$ cat src/rtl/uni_shift_reg_p.sv
// uni_shift_reg_p: parametrised universal shift register with hold, shift,
// load, rotate, arithmetic shift, synchronous clear, clock enable and an
// autonomous burst mode that shifts a programmed number of bits out of the MSB.
//
// Ports:
//   clk        clock, rising edge
//   clr        asynchronous active-low reset
//   en         clock enable (freezes all state, including a running burst)
//   sclr       synchronous clear, active-high, wins over en
//   mode       operation select, sampled when en=1 and busy=0
//   in         parallel load data
//   sin_lsb    serial input into bit 0 on shifts toward MSB
//   sin_msb    serial input into bit WIDTH-1 on shifts toward LSB
//   burst_len  burst shift count, sampled on burst start (clamped to WIDTH)
//   q          register contents (registered)
//   sout_msb   q[WIDTH-1]
//   sout_lsb   q[0]
//   busy       burst in progress (registered)
//   done       one-cycle burst-complete pulse (registered)
module uni_shift_reg_p #(
  parameter int unsigned WIDTH = 8,
  parameter int unsigned CNT_W = 4
) (
  input  logic             clk,
  input  logic             clr,
  input  logic             en,
  input  logic             sclr,
  input  logic [2:0]       mode,
  input  logic [WIDTH-1:0] in,
  input  logic             sin_lsb,
  input  logic             sin_msb,
  input  logic [CNT_W-1:0] burst_len,
  output logic [WIDTH-1:0] q,
  output logic             sout_msb,
  output logic             sout_lsb,
  output logic             busy,
  output logic             done
);

  localparam logic [2:0] M_HOLD  = 3'b000;
  localparam logic [2:0] M_SHL   = 3'b001;
  localparam logic [2:0] M_SHR   = 3'b010;
  localparam logic [2:0] M_LOAD  = 3'b011;
  localparam logic [2:0] M_ROTL  = 3'b100;
  localparam logic [2:0] M_ROTR  = 3'b101;
  localparam logic [2:0] M_ASR   = 3'b110;
  localparam logic [2:0] M_BURST = 3'b111;

  localparam logic [CNT_W-1:0] WIDTH_C = CNT_W'(WIDTH);
  localparam logic [CNT_W-1:0] CNT_ONE = CNT_W'(1);

  typedef enum logic {IDLE, BURST} state_t;

  state_t           state;
  logic [CNT_W-1:0] cnt;
  logic [CNT_W-1:0] len_c;

  // Burst length clamped so a burst never shifts more than the register width
  assign len_c = (burst_len > WIDTH_C) ? WIDTH_C : burst_len;

  assign sout_msb = q[WIDTH-1];
  assign sout_lsb = q[0];

  // Register, burst sequencing and status
  always_ff @(posedge clk or negedge clr) begin
    if (!clr) begin
      q     <= '0;
      cnt   <= '0;
      busy  <= 1'b0;
      done  <= 1'b0;
      state <= IDLE;
    end else if (sclr) begin
      q     <= '0;
      cnt   <= '0;
      busy  <= 1'b0;
      done  <= 1'b0;
      state <= IDLE;
    end else if (en) begin
      done <= 1'b0;
      case (state)
        IDLE: begin
          case (mode)
            M_HOLD: q <= q;
            M_SHL:  q <= {q[WIDTH-2:0], sin_lsb};
            M_SHR:  q <= {sin_msb, q[WIDTH-1:1]};
            M_LOAD: q <= in;
            M_ROTL: q <= {q[WIDTH-2:0], q[WIDTH-1]};
            M_ROTR: q <= {q[0], q[WIDTH-1:1]};
            M_ASR:  q <= {q[WIDTH-1], q[WIDTH-1:1]};
            M_BURST: begin
              cnt <= len_c;
              if (len_c == '0) begin
                done <= 1'b1;
              end else begin
                state <= BURST;
                busy  <= 1'b1;
              end
            end
            default: q <= q;
          endcase
        end
        BURST: begin
          // Mode/in/burst_len are ignored; shift out toward MSB until count hits 0
          q   <= {q[WIDTH-2:0], sin_lsb};
          cnt <= cnt - CNT_ONE;
          if (cnt == CNT_ONE) begin
            state <= IDLE;
            busy  <= 1'b0;
            done  <= 1'b1;
          end
        end
        default: state <= IDLE;
      endcase
    end
  end

endmodule

$ cat config.mk
export PLATFORM = sky130hd
export DESIGN_NAME = uni_shift_reg_p
export DESIGN_NICKNAME = d
export VERILOG_FILES = /design/src/rtl/uni_shift_reg_p.sv
export SDC_FILE = /design/constraint.sdc
export NUM_CORES = 1
export LEC_CHECK = 0
export CORE_UTILIZATION = 50
export CTS_BUF_LIST = sky130_fd_sc_hd__clkbuf_16
export CTS_CLUSTER_DIAMETER = 120
export DETAILED_ROUTE_END_ITERATION = 10
export PLACE_DENSITY = 0.83
export SLEW_MARGIN = 40
export SYNTH_ARGS = -nofsm -noshare
export SYNTH_HDL_FRONTEND = slang
export SYNTH_SLANG_ARGS = --single-unit
$ cat constraint.sdc
create_clock -name clk -period 2.2 [get_ports clk]
set_input_delay 0.22 -clock clk [delete_from_list [all_inputs] [get_ports clk]]
set_output_delay 0.22 -clock clk [all_outputs]
set_load 0.02 [all_outputs]
==> impl_metrics.py, run 1 <==
metrics = {
    "route": {
        "viasPerCell": 6.18,
        "wl_per_cell_um": 15.9,
        "vias": 1230,
        "drt_iter0_drc": 54,
        "drcViolationCount": 0,
        "dr.pass1.iters": 4,
        "wirelength_um": 3160,
        "postRouteAntennaNets": 0,
    },
    "floorplanning": {
        "dieArea_sq_mm": 0.00254,
        "placeableCoreArea_sq_mm": 0.00221,
        "row_count": 17,
        "initial_core_util": 0.529,
        "io_pins": 33,
        "die_y_um": 50.4,
        "die_w_um": 50.4,
    },
    "global_routing": {
        "grt_start_max_net_pins": 17,
        "antenna_found_initial": 0,
        "grt_use_total": 0.267,
        "grt.overflow.total": 0,
        "grt_pass1_vias": 1151,
        "grt_pass1_wl_um": 5160,
    },
    "cts": {
        "cts_root_buf": "clkbuf_16",
        "clock-sinks": 15,
        "clkTransAtPathRegs_ns": 0.05,
        "htreeDepth": 1,
        "holdBufCountCts": 0,
        "clk_latency_ns": 0.24,
        "clk_path_buf_depth": 2,
        "cts_resized": 0,
        "tritoncts": "done",
        "postCtsSetupBuffers": 0,
        "cts_buffers": 3,
    },
    "timing": {
        "finalWorstSetupSlack_ns": 0.361,
        "min_period_ns": 1.84,
        "drv_slew": 0,
        "timing.final.crit_share": 0.836,
        "clock.fmax_mhz": 544,
        "rsz0062_at_grt": "false",
        "relSlewSlack": 0.553,
        "setup_violations": 0,
        "fin_skew_ns": 0.00670,
        "tns_ns": 0,
        "tightest_slew_ns": 0.668,
        "timing.final.hold_violations": 0,
    },
    "power": {
        "leakage_nw": 0.683,
        "peakVddDrop_mv": 0.596,
        "p_per_area_mw_per_mm2": 524,
        "totalPowerFinal_w": 0.000837,
    },
    "setup_path": {
        "crit_slowest_cell": "clkdlybuf4s50_1",
        "crit_family": "buffers and inverters",
        "crit_fanout": 16,
        "worstSetupEndpointType": "flip-flop",
        "rrSetupSlack_ns": 0.50,
        "worstPathCellList": "clkdlybuf4s50_1 > buf_4 > and3b_1 > o21ai_0 > a21oi_1 > a221o_2",
        "critPathKind": "input port to flip-flop",
        "slowest_delay_ns": 0.65,
        "cp.required_ns": 2.32,
        "critPathLaunchType": "input port",
        "arrival_ns": 1.96,
        "crit_buf_inv": 2,
    },
    "yosys": {
        "synth_top_area_frac": 0.321,
        "syn_area_sq_mm": 0.00117,
        "ys_seq_area_frac": 0.321,
        "synthCells": 141,
        "synth_top_flop_cell": "dfrtp_1",
        "ys.warnings.count": 0,
        "async_reset_ff_frac": 1.00,
        "synth-edff-count": 0,
        "synth.top_cells.by_area": "dfrtp_1, and3b_1, a221o_2, a21oi_1, o21ai_0",
        "synth_seq_cells": 15,
        "ys_types": 42,
        "synth_top_cell_by_area": "dfrtp_1",
        "syn-num-nets": 164,
        "synth.avg_cell_area_sq_um": 8.30,
    },
    "final_layout": {
        "design_area_sq_mm": 0.00160,
        "antenna_cells": 0,
        "layout_commonest_cell": "clkdlybuf4s50_1",
        "mostFrequentLayoutCells": "clkdlybuf4s50_1, dfrtp_1, a21oi_1, and3b_1, nand2_1",
        "instances_no_fill": 199,
        "drive_gt1_frac": 0.111,
        "synthToLayoutAreaGrowth_pct": 36.5,
        "layout.nets": 195,
    },
    "run": {
        "cap_violations": 0,
    },
    "place": {
        "dpl.cell_count": 195,
        "port_buffers": 32,
        "dp_hpwl_um": 2290,
        "routabilityCongestion": 0.888,
        "place_ws_ns": 0.150,
        "post_dp_cell_area_sq_mm": 0.00152,
    },
    "run_status": {
        "outcome": "complete, no violations",
    },
    "worst_hold_path": {
        "hold_class": "input port to async pin",
    },
}
[layout make-up]
class                      instances  area (sq um)
multi-input combinational        105           704
fill                             177           616
sequential                        15           375
timing repair buffer              39           373
clock buffer                       3          75.1
tap                               28          35.0
inverter                           8          30.0
clock inverter                     1          3.75
[through the flow]
| stage | hold slack (ns) | util |
|---|---|---|
| 3_5_place_dp | 0.511 | 0.686 |
| 6_report | 0.391 | 0.722 |
| 3_3_place_gp | 0.492 | 0.686 |
| 5_1_grt | 0.450 | 0.722 |
| 4_1_cts | 0.415 | 0.722 |
| 2_1_floorplan | -0.0756 | - |
[Yosys cell counts (all sizes together) (2+ instances only)]
library cell  count
nor2              8
a211oi            2
mux2i             2
clkbuf            8
o21ai            12
a221o             6
a21oi            14
nand2b            2
buf               5
or4               2
a31oi             2
nor3              5
inv               7
nand3b            2
and3b            12
nor2b             2
nand2            11
ha                2
and3              3
dfrtp            15
[metal layers]
layer,vias up,track usage,part of all wire,routed length (um)
met5,-,0,0,0
met4,0,0.0926,0.017,55
met3,8,0.0364,0.071,224
met2,64,0.411,0.46,1460
met1,575,0.380,0.45,1420
li1,583,-,-,-
[report_power, final]
group | switching, W | internal (W)
logic | 0.0000923 | 0.0000961
clock network | 0.000102 | 0.000240
registers | 0.0000168 | 0.000289
total | 0.000211 | 0.000625
[flip-flops by register name (all words and copies together), names as in the netlist]
name,count
busy,1
cnt,4
done,1
q,8
state,1
[final timing paths]
check | endpoint | startpoint | cells after the start
setup / recovery | q[6]$_DFFE_PN0P_ | mode[2] | 6
hold / removal | cnt[1]$_DFFE_PN0P_ | clr | 1
setup reg to reg | q[4]$_DFFE_PN0P_ | state$_DFFE_PN0N_ | 5
hold reg to reg | cnt[1]$_DFFE_PN0P_ | cnt[1]$_DFFE_PN0P_ | 2
max in group asynchronous | cnt[0]$_DFFE_PN0P_ | clr | 1
min in group clk | cnt[1]$_DFFE_PN0P_ | cnt[1]$_DFFE_PN0P_ | 2
[cells by family after synthesis]
kind of cell | Yosys count | share of synthesized area
compound gates | 48 | 0.283
xor+xnor | 1 | 0.00749
fa+ha+maj | 2 | 0.0214
buf+inv | 21 | 0.0770
flops | 15 | 0.321
mux | 3 | 0.0267
simple gates | 51 | 0.263
No activity file was read; power rests on OpenSTA's default activity.
==> inputs of run 2 (changes only) <==
--- a/config.mk
+++ b/config.mk
@@ -5,11 +5,11 @@
 export SDC_FILE = /design/constraint.sdc
 export NUM_CORES = 1
 export LEC_CHECK = 0
-export CORE_UTILIZATION = 50
+export CORE_UTILIZATION = 43
 export CTS_BUF_LIST = sky130_fd_sc_hd__clkbuf_16
 export CTS_CLUSTER_DIAMETER = 120
 export DETAILED_ROUTE_END_ITERATION = 10
-export PLACE_DENSITY = 0.83
+export PLACE_DENSITY = 0.76
 export SLEW_MARGIN = 40
 export SYNTH_ARGS = -nofsm -noshare
 export SYNTH_HDL_FRONTEND = slang
==> constraint.sdc (replaced) <==
create_clock -name clk -period 1.5 [get_ports clk]
set_input_delay 0.15 -clock clk [delete_from_list [all_inputs] [get_ports clk]]
set_output_delay 0.15 -clock clk [all_outputs]
set_load 0.02 [all_outputs]
==> run 2 against run 1 <==
Clock power increased by 53%. Critical endpoint is now q[4]. Combinational power up 68%. Clock-buffer cell count stayed put. First-iteration DRC count fell by 41%. Final cell count increased by 9.5%. Die area rose by 16%. Utilization down 2.4 points. Largest power group unchanged. Critical path type is now flip-flop to output pin. Global-route usage shrank 1.4 points. Register-to-register slack lost 0.42 ns.
==> impl_metrics.py, run 2 (synthesis gave the netlist of run 1 again) <==
metrics = {
    "setup_path": {
        "slowest_delay_ns": 0.64,
        "worstPathCellList": "clkdlybuf4s50_1",
        "reg2regPathDepth": 4,
        "crit_fanout": 5,
        "crit_buf_inv": 1,
        "rrSetupSlack_ns": 0.08,
        "critPathKind": "flip-flop to output pin",
        "r2r_end": "cnt[3]$_DFFE_PN0P_",
        "worstSetupEndpointType": "output pin",
        "crit_family": "buffers and inverters",
        "cp.required_ns": 1.35,
        "arrival_ns": 1.33,
        "critPathLaunchType": "flip-flop",
        "crit_slowest_cell": "clkdlybuf4s50_1",
        "r2r_start": "cnt[2]$_DFFE_PN0P_",
    },
    "cts": {
        "cts_buffers": 3,
        "htreeDepth": 1,
        "cts_resized": 7,
        "clock-sinks": 15,
        "postCtsSetupBuffers": 0,
        "tritoncts": "done",
        "clk_path_buf_depth": 2,
        "cts_root_buf": "clkbuf_16",
        "holdBufCountCts": 0,
        "clkTransAtPathRegs_ns": 0.05,
        "clk_latency_ns": 0.25,
    },
    "final_layout": {
        "instances_no_fill": 218,
        "layout_commonest_cell": "clkdlybuf4s50_1",
        "design_area_sq_mm": 0.00176,
        "largestRegisters": "q x8, cnt x4",
        "antenna_cells": 0,
        "mostFrequentLayoutCells": "clkdlybuf4s50_1, buf_4, dfrtp_1, a21oi_1, and3b_1",
        "regMostFlops": "q",
        "synthToLayoutAreaGrowth_pct": 50.5,
        "n_fill_cell": 208,
        "layout.nets": 212,
        "drive_gt1_frac": 0.229,
        "final_core_util": 0.698,
        "largest_reg_flops": 8,
    },
    "route": {
        "vias": 1270,
        "postRouteAntennaNets": 0,
        "wl_per_cell_um": 15.1,
        "dr.pass1.iters": 4,
        "viasPerCell": 5.83,
        "drcViolationCount": 0,
        "wirelength_um": 3280,
        "drt_iter0_drc": 32,
    },
    "global_routing": {
        "grt_pass1_wl_um": 5200,
        "antenna_found_initial": 0,
        "grt.overflow.total": 0,
        "grt_start_max_net_pins": 16,
        "grt_pass1_vias": 1154,
        "grt_use_total": 0.253,
    },
    "timing": {
        "relSlewSlack": 0.692,
        "timing.final.crit_share": 0.989,
        "drv_slew": 0,
        "fin_skew_ns": 0.00167,
        "finalWorstSetupSlack_ns": 0.0158,
        "setup_violations": 0,
        "worst_hold_slack_ns": 0.213,
        "tightest_slew_ns": 0.459,
        "timing.final.hold_violations": 0,
        "min_period_ns": 1.48,
        "clock.fmax_mhz": 674,
    },
    "place": {
        "dpl.cell_count": 214,
        "port_buffers": 32,
        "post_dp_cell_area_sq_mm": 0.00165,
        "routabilityCongestion": 0.919,
        "dp_hpwl_um": 2540,
        "place_ws_ns": -0.333,
    },
    "power": {
        "peakVddDrop_mv": 0.707,
        "leakage_nw": 0.826,
        "p_per_area_mw_per_mm2": 730,
    },
    "floorplanning": {
        "initial_core_util": 0.464,
        "placeableCoreArea_sq_mm": 0.00252,
        "row_count": 18,
        "io_pins": 33,
        "die_y_um": 54.2,
        "dieArea_sq_mm": 0.00293,
        "die_w_um": 54.2,
    },
    "worst_hold_path": {
        "hold_class": "input port to async pin",
    },
    "run_status": {
        "outcome": "complete, no violations",
    },
    "run": {
        "cap_violations": 0,
    },
}
run 2: cell types whose count changed in the layout (fill, tap and decap cells not counted), moves of 2 or more:
cell,change
clkdlybuf4s50_1,-6
buf_4,+16
dlymetal6s2s_1,+3
or4_4,+2
dlygate4sd2_1,+3
or4_1,-2
run 2: worst max-delay path by stage:
stage               slack (ns)                to         startpoint  cells past startpoint
detailed placement       -0.33  q[3]$_DFFE_PN0P_            mode[2]                      6
finish                    0.02              q[4]   q[4]$_DFFE_PN0P_                      1
global placement         -0.29  q[5]$_DFFE_PN0P_            mode[2]                      6
global route            -0.004  done$_DFFE_PN0N_       burst_len[3]                      5
floorplan                 0.14  q[1]$_DFFE_PN0P_  state$_DFFE_PN0N_                      4
CTS                      0.009          sout_lsb   q[0]$_DFFE_PN0P_                      1
run 2: layout make-up:
| type | instances | area [sq um] | area share |
|---|---|---|---|
| repair buffers | 56 | 508 | 0.289 |
| well taps | 30 | 37.5 | 0.0213 |
| clock buffers | 3 | 75.1 | 0.0426 |
| flip-flops and latches | 15 | 375 | 0.213 |
| multi-input cells | 105 | 727 | 0.413 |
| clock inverters | 1 | 7.51 | 0.00426 |
| inverters | 8 | 30.0 | 0.0171 |
run 2: report_power, final:
group          internal [W]  total (W)  leakage, nW  switching [W]
Combinational      0.000169   0.000315        0.584       0.000146
Sequential         0.000424   0.000447        0.205      0.0000232
Clock              0.000359   0.000523       0.0371       0.000164
Total              0.000952    0.00129        0.826       0.000333
run 2: per-stage QoR:
stage / power, W / setup TNS (ns)
5_1_grt: 0.00135 / -0.00418
6_report: 0.00129 / 0
3_5_place_dp: 0.000760 / -3.58
4_1_cts: 0.00129 / 0
2_1_floorplan: 0.000599 / 0
3_3_place_gp: 0.000753 / -3.30
run 2: routing by layer:
layer / share of wire / global-route usage
met5: 0 / 0
met4: 0.017 / 0.115
met3: 0.051 / 0.0452
met2: 0.46 / 0.394
met1: 0.47 / 0.336
==> inputs of run 3 (changes only) <==
--- a/config.mk
+++ b/config.mk
@@ -5,11 +5,12 @@
 export SDC_FILE = /design/constraint.sdc
 export NUM_CORES = 1
 export LEC_CHECK = 0
-export CORE_UTILIZATION = 43
+export CORE_ASPECT_RATIO = 0.75
+export CORE_UTILIZATION = 50
 export CTS_BUF_LIST = sky130_fd_sc_hd__clkbuf_16
 export CTS_CLUSTER_DIAMETER = 120
 export DETAILED_ROUTE_END_ITERATION = 10
-export PLACE_DENSITY = 0.76
+export PLACE_DENSITY = 0.83
 export SLEW_MARGIN = 40
 export SYNTH_ARGS = -nofsm -noshare
 export SYNTH_HDL_FRONTEND = slang
==> constraint.sdc (replaced) <==
create_clock -name clk -period 1.8 [get_ports clk]
set_input_delay 0.18 -clock clk [delete_from_list [all_inputs] [get_ports clk]]
set_output_delay 0.18 -clock clk [all_outputs]
set_load 0.02 [all_outputs]
==> run 3 against run 2 <==
The run now ends with design-rule violations left. Via count up 4.3%. Die area is 13% lower. Clock skew decreased by 0.00053 ns. Worst setup slack gained 0.071 ns. Global-route usage increased by 6.0 points. Worst hold slack improved by 0.14 ns. Utilization grew 10 points. Sequential cell count unchanged. Combinational power shrank 16%. Clock power fell by 17%. Register-to-register slack better by 0.19 ns. Final area is 4.4% lower. Critical path type is now input port to flip-flop. Critical endpoint is now q[3]$_DFFE_PN0P_. Largest cell class unchanged.
==> impl_metrics.py, run 3 (synthesis gave the netlist of run 1 again) <==
metrics = {
    "cts": {
        "tritoncts": "done",
        "clk_path_buf_depth": 2,
        "htreeDepth": 1,
        "holdBufCountCts": 0,
        "cts_resized": 0,
        "postCtsSetupBuffers": 0,
        "cts_buffers": 3,
        "clk_latency_ns": 0.24,
        "clock-sinks": 15,
        "clkTransAtPathRegs_ns": 0.05,
        "cts_root_buf": "clkbuf_16",
    },
    "final_layout": {
        "antenna_cells": 0,
        "mostFrequentLayoutCells": "clkdlybuf4s50_1, buf_4, dfrtp_1, a21oi_1, and3b_1",
        "drive_gt1_frac": 0.175,
        "final_core_util": 0.801,
        "regMostFlops": "q",
        "layout_commonest_cell": "clkdlybuf4s50_1",
        "design_area_sq_mm": 0.00168,
        "largestRegisters": "q x8, cnt x4",
        "layout.nets": 207,
        "largest_reg_flops": 8,
        "instances_no_fill": 207,
        "synthToLayoutAreaGrowth_pct": 43.8,
    },
    "route": {
        "drt_iter0_drc": 131,
        "postRouteAntennaNets": 0,
        "drcViolationCount": 2,
        "vias": 1325,
        "wl_per_cell_um": 17.4,
        "viasPerCell": 6.40,
        "wirelength_um": 3590,
        "dr.pass1.iters": 8,
    },
    "timing": {
        "relSlewSlack": 0.539,
        "clock.fmax_mhz": 584,
        "fin_skew_ns": 0.00115,
        "rsz0062_at_grt": "false",
        "drv_slew": 0,
        "setup_violations": 0,
        "timing.final.hold_violations": 0,
        "finalWorstSetupSlack_ns": 0.0872,
        "min_period_ns": 1.71,
        "tightest_slew_ns": 0.689,
        "timing.final.crit_share": 0.952,
        "worst_hold_slack_ns": 0.354,
    },
    "power": {
        "p_switching_w": 0.000283,
        "p_comb_frac": 0.249,
        "seqPwrFrac": 0.347,
        "switching_share": 0.265,
        "p_per_area_mw_per_mm2": 635,
        "clkPwrFrac": 0.404,
        "peakVddDrop_mv": 0.563,
        "leakage_nw": 0.741,
        "p_int_w": 0.000786,
    },
    "global_routing": {
        "grt.overflow.total": 0,
        "grt_pass1_wl_um": 5910,
        "grt_start_max_net_pins": 16,
        "grt_pass1_vias": 1256,
        "grt_use_total": 0.313,
        "antenna_found_initial": 0,
    },
    "setup_path": {
        "reg2regPathDepth": 4,
        "r2r_start": "state$_DFFE_PN0N_",
        "r2r_end": "q[3]$_DFFE_PN0P_",
        "crit_family": "simple AND/OR/NAND/NOR gates",
        "crit_slowest_cell": "or4_1",
        "worstSetupEndpointType": "flip-flop",
        "critPathLaunchType": "input port",
        "arrival_ns": 1.90,
        "cp.required_ns": 1.99,
        "cp-startpoint": "mode[2]",
        "critPathKind": "input port to flip-flop",
        "crit_buf_inv": 1,
        "slowest_delay_ns": 0.61,
        "worstPathCellList": "clkdlybuf4s50_1 > and3_1 > or4_1 > a21oi_1 > a221o_2",
        "crit_fanout": 6,
        "rrSetupSlack_ns": 0.27,
    },
    "floorplanning": {
        "die_w_um": 57.9,
        "row_count": 14,
        "initial_core_util": 0.557,
        "placeableCoreArea_sq_mm": 0.00210,
        "io_pins": 33,
        "dieArea_sq_mm": 0.00254,
        "die_y_um": 43.9,
    },
    "worst_hold_path": {
        "hold_class": "input port to async pin",
    },
    "place": {
        "dp_hpwl_um": 2750,
        "post_dp_cell_area_sq_mm": 0.00160,
        "dpl.cell_count": 203,
        "port_buffers": 32,
        "place_ws_ns": -0.129,
        "routabilityCongestion": 0.945,
    },
    "run_status": {
        "outcome": "finished with violations",
        "violations": "design-rule violations",
    },
    "run": {
        "cap_violations": 0,
    },
}
-- run 3: cell count changes in the layout (fill, tap and decap cells not counted), sizes merged --
cell | before | now
clkinv | 0 | 2
inv | 8 | 7
clkdlybuf4s50 | 26 | 32
buf | 24 | 19
dlygate4sd2 | 3 | 0
clkinvlp | 1 | 0
dlymetal6s2s | 3 | 0
-- run 3: worst max-delay path by stage --
| stage | end | slack [ns] | cells past startpoint |
|---|---|---|---|
| 2_1_floorplan | q[1]$_DFFE_PN0P_ | 0.44 | 4 |
| 6_report | q[3]$_DFFE_PN0P_ | 0.09 | 5 |
| 3_5_place_dp | q[3]$_DFFE_PN0P_ | -0.13 | 5 |
| 5_1_grt | q[3]$_DFFE_PN0P_ | 0.03 | 5 |
| 3_3_place_gp | q[3]$_DFFE_PN0P_ | -0.09 | 5 |
| 4_1_cts | q[3]$_DFFE_PN0P_ | 0.1 | 5 |
-- run 3: area by class of cell --
cell class / count / area, sq um
Clock inverter: 1 / 5.00
Multi-Input combinational cell: 105 / 704
Fill cell: 149 / 419
Timing Repair Buffer: 51 / 463
Inverter: 8 / 30.0
Clock buffer: 3 / 75.1
Sequential cell: 15 / 375
Tap cell: 24 / 30.0
-- run 3: routing by layer --
| metal | routed length, um | part of all wire | up-vias | track usage |
|---|---|---|---|---|
| li1 | - | - | 607 | - |
| met1 | 1540 | 0.43 | 597 | 0.435 |
| met2 | 1580 | 0.44 | 101 | 0.469 |
| met3 | 348 | 0.097 | 20 | 0.0836 |
| met4 | 121 | 0.034 | 0 | 0.114 |
| met5 | 0 | 0 | - | 0 |
-- run 3: through the flow --
stage / power [W] / TNS, ns
detailed placement: 0.000634 / -0.548
global placement: 0.000621 / -0.196
global route: 0.00111 / 0
CTS: 0.00107 / 0
finish: 0.00107 / 0
floorplan: 0.000499 / 0
-- run 3: worst register-to-register path, delay by kind of cell, from the launching register on --
kind             cells  cell delay, ns
AND/OR/NAND/NOR      2            0.70
flip-flops           1            0.40
AO/OA/AOI/OAI        2            0.37
-- run 3: power groups by stage --
stage | clock (W) | combinational, W | sequential (W)
4_1_cts | 0.000437 | 0.000261 | 0.000371
3_5_place_dp | 0 | 0.000258 | 0.000376
5_1_grt | 0.000451 | 0.000284 | 0.000373
6_report | 0.000432 | 0.000266 | 0.000371
3_3_place_gp | 0 | 0.000247 | 0.000374
2_1_floorplan | 0 | 0.000119 | 0.000380
